==> src/rtl/led_scan_pkg.sv <==
// Shared types and helpers for the multiplexed 7-segment scan driver.
// Digit codes, the blank code, and the packed-bus field locator.
package led_scan_pkg;

   typedef logic [3:0] digit_t;

   localparam digit_t BCD_BLANK = 4'hF;

   function automatic int unsigned digit_lsb(input int unsigned i);
      return 4 * i;
   endfunction

endpackage

==> src/rtl/led_scan_driver_if.sv <==
// Display-side bundle of the scan driver: packed digits in, segment bus out.
// master is the driver, slave is whatever feeds digits and watches the bus.
interface led_scan_driver_if #(
   parameter int NUM_DIGITS = 8
);
   import led_scan_pkg::*;

   logic [4*NUM_DIGITS-1:0] digits_bcd;
   logic [NUM_DIGITS-1:0]   dp_en;
   logic                    lz_blank_en;
   digit_t                  bcd;
   logic                    led_seg_h_n;
   logic [NUM_DIGITS-1:0]   led_sel_n;
   logic                    frame_tick;

   modport master (
      input  digits_bcd,
      input  dp_en,
      input  lz_blank_en,
      output bcd,
      output led_seg_h_n,
      output led_sel_n,
      output frame_tick
   );

   modport slave (
      output digits_bcd,
      output dp_en,
      output lz_blank_en,
      input  bcd,
      input  led_seg_h_n,
      input  led_sel_n,
      input  frame_tick
   );

endinterface

==> src/rtl/scan_prescaler.sv <==
// Slot timer and digit index for the scan driver.
// Wraps by explicit compare so non-power-of-2 sizes work.
module scan_prescaler #(
   parameter int NUM_DIGITS = 8,
   parameter int SCAN_DIV   = 50000,
   parameter int GAP_CYCLES = 2500,
   localparam int IW = $clog2(NUM_DIGITS),
   localparam int CW = $clog2(SCAN_DIV)
) (
   input  logic          clk,
   input  logic          rst_n,
   output logic          in_gap,
   output logic [IW-1:0] idx,
   output logic          frame_start
);

   logic [CW-1:0] cnt;
   logic          slot_end;
   logic          idx_end;

   assign slot_end    = (cnt == CW'(SCAN_DIV - 1));
   assign idx_end     = (idx == IW'(NUM_DIGITS - 1));
   assign in_gap      = (cnt < CW'(GAP_CYCLES));
   assign frame_start = (cnt == '0) && (idx == '0);

   always_ff @(posedge clk) begin
      if (!rst_n) begin
         cnt <= '0;
         idx <= '0;
      end else if (slot_end) begin
         cnt <= '0;
         idx <= idx_end ? '0 : idx + 1'b1;
      end else begin
         cnt <= cnt + 1'b1;
      end
   end

endmodule

==> src/rtl/led_scan_driver.sv <==
// Multiplexes packed BCD digits onto one shared 7-segment bus.
// Digits are latched once per frame so a refresh never mixes two values.
module led_scan_driver
   import led_scan_pkg::*;
#(
   parameter int NUM_DIGITS = 8,
   parameter int SCAN_DIV   = 50000,
   parameter int GAP_CYCLES = 2500,
   localparam int IW = $clog2(NUM_DIGITS)
) (
   input  logic clk,
   input  logic rst_n,
   led_scan_driver_if.master io
);

   logic                    in_gap;
   logic [IW-1:0]           idx;
   logic                    frame_start;
   logic [4*NUM_DIGITS-1:0] snap;
   digit_t                  dig [NUM_DIGITS];
   logic [NUM_DIGITS-1:0]   blank;
   logic [NUM_DIGITS-1:0]   sel_nxt;
   logic                    all_zero;

   scan_prescaler #(
      .NUM_DIGITS (NUM_DIGITS),
      .SCAN_DIV   (SCAN_DIV),
      .GAP_CYCLES (GAP_CYCLES)
   ) u_prescaler (
      .clk         (clk),
      .rst_n       (rst_n),
      .in_gap      (in_gap),
      .idx         (idx),
      .frame_start (frame_start)
   );

   always_ff @(posedge clk) begin
      if (!rst_n) begin
         snap <= '0;
      end else if (frame_start) begin
         snap <= io.digits_bcd;
      end
   end

   for (genvar g = 0; g < NUM_DIGITS; g++) begin : g_dig
      assign dig[g]     = snap[digit_lsb(g) +: 4];
      assign sel_nxt[g] = !(idx == IW'(g));
   end

   // Walk down from the top digit; digit 0 always shows.
   always_comb begin
      all_zero = 1'b1;
      blank    = '0;
      for (int i = NUM_DIGITS - 1; i > 0; i--) begin
         all_zero = all_zero & (dig[i] == '0);
         blank[i] = io.lz_blank_en & all_zero;
      end
   end

   always_ff @(posedge clk) begin
      if (!rst_n) begin
         io.led_sel_n   <= '1;
         io.bcd         <= BCD_BLANK;
         io.led_seg_h_n <= 1'b1;
         io.frame_tick  <= 1'b0;
      end else begin
         io.frame_tick <= frame_start;
         if (in_gap) begin
            io.led_sel_n   <= '1;
            io.bcd         <= BCD_BLANK;
            io.led_seg_h_n <= 1'b1;
         end else begin
            io.led_sel_n   <= sel_nxt;
            io.bcd         <= blank[idx] ? BCD_BLANK : dig[idx];
            io.led_seg_h_n <= ~io.dp_en[idx];
         end
      end
   end

endmodule

==> src/flat_wrapper.sv <==
// flat-port wrapper written by rule: the top's interface ports become plain ports
module led_scan_driver_flat import led_scan_pkg::*;
#(
   parameter int NUM_DIGITS = 8,
   parameter int SCAN_DIV   = 50000,
   parameter int GAP_CYCLES = 2500,
   localparam int IW = $clog2(NUM_DIGITS)
)
  (clk, rst_n, io_digits_bcd, io_dp_en, io_lz_blank_en, io_bcd, io_led_seg_h_n, io_led_sel_n, io_frame_tick);
  led_scan_driver_if #(.NUM_DIGITS(NUM_DIGITS)) io_i ();
  input  logic clk;
  input  logic rst_n;
  input wire logic [$bits(io_i.digits_bcd)-1:0] io_digits_bcd;
  input wire logic [$bits(io_i.dp_en)-1:0] io_dp_en;
  input wire logic [$bits(io_i.lz_blank_en)-1:0] io_lz_blank_en;
  output wire logic [$bits(io_i.bcd)-1:0] io_bcd;
  output wire logic [$bits(io_i.led_seg_h_n)-1:0] io_led_seg_h_n;
  output wire logic [$bits(io_i.led_sel_n)-1:0] io_led_sel_n;
  output wire logic [$bits(io_i.frame_tick)-1:0] io_frame_tick;
  assign io_i.digits_bcd = io_digits_bcd;
  assign io_i.dp_en = io_dp_en;
  assign io_i.lz_blank_en = io_lz_blank_en;
  assign io_bcd = io_i.bcd;
  assign io_led_seg_h_n = io_i.led_seg_h_n;
  assign io_led_sel_n = io_i.led_sel_n;
  assign io_frame_tick = io_i.frame_tick;
  led_scan_driver #(.NUM_DIGITS(NUM_DIGITS), .SCAN_DIV(SCAN_DIV), .GAP_CYCLES(GAP_CYCLES)) u_core (.clk(clk), .rst_n(rst_n), .io(io_i));
endmodule
==> config.mk <==
export PLATFORM = sky130hd
export DESIGN_NAME = led_scan_driver_flat
export DESIGN_NICKNAME = d
export VERILOG_FILES = /design/src/rtl/led_scan_pkg.sv /design/src/rtl/led_scan_driver_if.sv /design/src/rtl/scan_prescaler.sv /design/src/rtl/led_scan_driver.sv /design/src/flat_wrapper.sv
export SDC_FILE = /design/constraint.sdc
export NUM_CORES = 1
export LEC_CHECK = 0
export BUFFER_PORTS_ARGS = -buffer_cell sky130_fd_sc_hd__clkbuf_2
export CORE_MARGIN = 4
export CORE_UTILIZATION = 49
export DETAILED_ROUTE_END_ITERATION = 16
export PLACE_DENSITY = 0.75
export SYNTH_ARGS = -nofsm -noshare
export SYNTH_HDL_FRONTEND = slang
export SYNTH_HIERARCHICAL = 1
export SYNTH_SLANG_ARGS = --single-unit
==> constraint.sdc <==
create_clock -name clk -period 1.8 [get_ports clk]
set_input_delay 0.18 -clock clk [delete_from_list [all_inputs] [get_ports clk]]
set_output_delay 0.18 -clock clk [all_outputs]
set_load 0.03 [all_outputs]
; ---- Word level (Yosys, flattened, before mapping)
; Index checks and enable logic that the tools add are counted.
[totals]
word_cells = 65
regBits = 65
out_inout_bits = 14
in_bits = 43
[op_classes]
magnitude_cmp = 3
n_eq_ne = 8
n_bitwise = 16
add_sub_neg = 2
reduce_logical = 21
n_mux = 8
[ops]
columns = op, count
row1 = $logic_not 4->1, 7
row2 = $add 16x1->16 const B, 1
row3 = $eq 16x16->1 const B, 1
row4 = $logic_not 16->1, 1
row5 = $lt 16x12->1 const B, 1
row6 = $and 1x1->1, 13
row7 = $bmux 4 s3, 1
row8 = $eq 3x3->1 const B, 4
row9 = $logic_not 1->1, 8
row10 = $mux 4, 2
row11 = $bmux 1 s3, 2
row12 = $eq 3x2->1 const B, 2
row13 = $ge 4x4->1 const B, 1
row14 = $lt 3x4->1 const B, 1
row15 = $not 3->4, 1
row16 = $reduce_or 2->1, 2
row17 = $add 3x1->3 const B, 1
row18 = $eq 3x1->1 const B, 1
row19 = $logic_not 3->1, 1
row20 = $mux 3, 1
row21 = $reduce_or 3->1, 1
row22 = $mux 1, 2
row23 = $not 1->1, 2
row24 = $logic_and 1x1->1, 1

; ---- Logic depth before layout (Yosys ltp)
[logic_depth]
ltp_word = 11
depth_mapped = 8

; ---- Cells and area by module
; Netlist, hierarchy kept.
[by_module_without_submodules]
columns = mod, cells_per_inst, seq_area_each_um2, n_inst, area_each_um2
row1 = led_scan_driver, 180, 920.9, 1, 2034.5
row2 = scan_prescaler, 111, 380.4, 1, 963.4

; ---- Worst setup path after synthesis
; OpenSTA, ideal clock, no wires.
[synth_path]
path_kind = register to register
startpoint = reg u_core.u_prescaler.cnt[5]
endpoint = reg u_core.snap[0]
path_slack_ps = -84
stages_incl_launch_ff = 8
arrival_ps = 1768
setup_ps = 116
n_path_buf = 2
path_cell_list = dfxtp_1 -> nor4_1 -> nand4_1 -> and4b_1 -> clkbuf_1 -> buf_2 -> mux2i_1 -> nor2b_1
[synth_via]
elab_chain_cells = 2
[synth_rtl]
columns = item, line
row1 = "start, declared", scan_prescaler.sv:17  ; logic [CW-1:0] cnt;
row2 = "start signal, assigned", scan_prescaler.sv:34  ; cnt <= cnt + 1'b1;
row3 = $logic_not 16->1, scan_prescaler.sv:24  ; assign frame_start = (cnt == '0) && (idx == '0);
row4 = $logic_and 1x1->1, scan_prescaler.sv:24
row5 = via u_core.frame_start, led_scan_driver.sv:18  ; logic frame_start;
row6 = "end signal, assigned", led_scan_driver.sv:41  ; snap <= io.digits_bcd;
row7 = "end, declared", led_scan_driver.sv:19  ; logic [4*NUM_DIGITS-1:0] snap;
; The timed path passes the listed nets, and every way through them passes these cells.
; A chain may end at the register's enable or synchronous reset.

; ---- Worst setup path after layout
[layout_path]
startpoint = reg u_core.u_prescaler.cnt[5]
endpoint = reg u_core.snap[19]
; Same word-level chain as after synthesis.

==> results.cfg <==
[drt]
num_vias = 2318
wirelength_mm = 6.75
drt_iter0_drc = 121
first_pass_iters = 4
wire_per_inst_um = 15.3
avgViaCountPerCell = 5.24
drc = 0
drtAntennaViolNets = 0

[setup_path]
crit_type = flop to flop
startpoint_type = flop
path_max_fanout = 23
cp.required_ns = 2.04
end_kind = flop
rr_worst_depth = 7
worst_ep_arrival_time_ns = 1.99

[placement]
place_congestion = 0.841
place_ws_ns = 0.00445
portBuffers = 56
dp_hpwl_mm = 5.02

[layout]
layout_common_cells = 63 x dfxtp_1, 56 x clkbuf_2, 37 x nor2b_1
nets = 411
fin_util_pct = 62.2
synthToLayoutAreaGrowth_pct = 22.7
final_common_cell = dfxtp_1
drive_gt1_share_pct = 27.8
num-fill-cells = 494
antennaDiodeCount = 0

[timing]
maxSlewHeadroom_pct = 73.0
finalHoldViolCount = 0
fin_crit_ns = 1.75
fin_ws_ns = 0.0459
max_freq_mhz = 570
post-route-period-util_pct = 97.4
tightest_slew_ns = 0.402
maxSlewViolCount = 0
rsz0062_at_grt = yes
skew_ns = 0.00612
finalSetupViolCount = 0

[cts]
clkLatencyLatePin_ns = 0.35
cts_tree = yes
clk_path_buf_depth = 2
cts_buffers = 9
cts.htree.levels = 3
cts_root_buf = clkbuf_8
clkTransAtPathRegs_ns = 0.07
cts_sinks = 65

[yosys]
syn-mean-instance-area_um2 = 10.3
synth_mux_area_share_pct = 20.2
synth_fa_ha_area_share_pct = 2.09
synth-seq-cells = 65
synth_top_family_by_area = simple AND/OR/NAND/NOR gates
ys_warn_count = 6
synthSimpleGateAreaFrac_pct = 23.3
syn_area_um2 = 3000
syn_inst = 291
yosysUniqueCellTypes = 41
synth_compound_area_share_pct = 2.92
synth_nets = 339
yosysSeqAreaShare_pct = 43.4
synth_xor_area_share_pct = 4.09

[floorplanning]
core_area_um2 = 5920
dieArea_um2 = 7430
die_h_um = 86.2
num_rows = 28
io_pins = 57
start_util_pct = 50.6
die_x_um = 86.2

[global_routing]
grt_max_degree = 31
grt_pass1_vias = 2328
grt_overflow = 0
grt_pass1_wl_mm = 11.3
grt_usage_pct = 19.5
antenna_found_initial = 0

[flow_run]
timing.max_cap.violations = 0

[status]
status = finished clean

[power]
power_density_nw_per_um2 = 877
peakVddDrop_uv = 563
leakage_nw = 1.58

[hold_path]
hold_depth = 3
hp-class = primary input to flop
[report_power, final]
group          internal, W  leakage (nW)  switching [W]
clock             0.000703         0.102       0.000544
sequential         0.00151         0.532      0.0000634
combinational     0.000224         0.947       0.000178
[layer usage]
layer	global-route usage, %	wire (µm)
met5	0	0
met4	8.07	79
met3	5.13	440
met2	30.2	3070
met1	25.8	3160
[path summary, 6_finish.rpt]
kind | startpoint | to | slack, ns
worst max-delay path | u_core/u_prescaler/cnt[5]$_SDFF_PP0_ | u_core/snap[19]$_SDFFE_PN0P_ | 0.05
worst min-delay path | io_digits_bcd[30] | u_core/snap[30]$_SDFFE_PN0P_ | 0.09
worst max register to register | u_core/u_prescaler/cnt[5]$_SDFF_PP0_ | u_core/snap[19]$_SDFFE_PN0P_ | 0.05
worst min register to register | u_core/u_prescaler/cnt[0]$_SDFF_PP0_ | u_core/u_prescaler/cnt[0]$_SDFF_PP0_ | 0.49
[through the flow]
step                      total power [W]  instance area, µm²  hold WS, ns  instances   TNS, ns
final                             0.00323                3680       0.0927        442         0
after global routing              0.00337                3680       0.0969        442    -0.862
after CTS                         0.00325                3680       0.0862        442         0
after detailed placement          0.00201                3480        0.449        427         0
after global placement            0.00200                3480        0.436        427  -0.00148
after floorplan                   0.00187                3010        0.302        291         0
[cells in the mapped netlist (all sizes together)]
| cell type | number | area (µm²) |
|---|---|---|
| ha | 5 | 62.6 |
| a211oi | 1 | 12.5 |
| nand4 | 8 | 56.3 |
| a211o | 1 | 8.76 |
| nor2 | 22 | 82.6 |
| mux4 | 10 | 255 |
| nor4 | 13 | 87.6 |
| and3 | 5 | 32.5 |
| or3 | 1 | 6.26 |
| and4 | 1 | 8.76 |
| and4bb | 1 | 12.5 |
| a31oi | 1 | 6.26 |
| mux2 | 1 | 11.3 |
| inv | 9 | 33.8 |
| clkbuf | 6 | 23.8 |
| xor2 | 2 | 17.5 |
| buf | 9 | 61.3 |
| nand2 | 16 | 60.1 |
| and4b | 2 | 20.0 |
| a21oi | 1 | 5.00 |
| a21boi | 2 | 15.0 |
| xnor2 | 12 | 105 |
| nor3 | 6 | 30.0 |
| dfxtp | 65 | 1300 |
| o21ai | 6 | 30.0 |
| nand3 | 9 | 45.0 |
| nor2b | 37 | 231 |
| mux2i | 34 | 340 |
| or2 | 1 | 6.26 |
| and2 | 2 | 12.5 |
| nand2b | 1 | 6.26 |
| a41o | 1 | 10.0 |
[cell families after synthesis]
logic type      count (synthesis)
flops                          65
mux                            45
compound gates                 13
fa+ha+maj                       5
buf+inv                        24
simple gates                  125
xor+xnor                       14
[layout make-up]
class	instances	area, µm²	area share (%)
Clock inverter	3	40.0	1.09
Clock buffer	12	155	4.22
Inverter	9	33.8	0.918
Tap cell	75	93.8	2.55
Timing Repair Buffer	76	468	12.7
Sequential cell	65	1300	35.4
Multi-Input combinational cell	202	1590	43.1
[sequential cells by signal, summed over array words and instances (netlist names)]
signal	flops
u_core/io.bcd	4
u_core/snap	32
u_core/u_prescaler/cnt	16
u_core/u_prescaler/idx	3
u_core/io.led_sel_n	8
u_core/io.frame_tick	1
u_core/io.led_seg_h_n	1
[critical path, stage by stage, from the launching register on]
cell and delay (ns):
dfxtp_2 0.33, nor4_2 0.26, buf_4 0.15, nand4_1 0.08, and4b_2 0.35, buf_12 0.20, mux2i_1 0.21, nor2b_1 0.06
[timing repair]
item                       in CTS  in global routing
resized for setup               1                  2
setup endpoints to repair       1                 27
hold buffers                    0                  0
buffers inserted                0                  0
hold endpoints to repair        0                  0
Power figures use the tool's default switching activity.
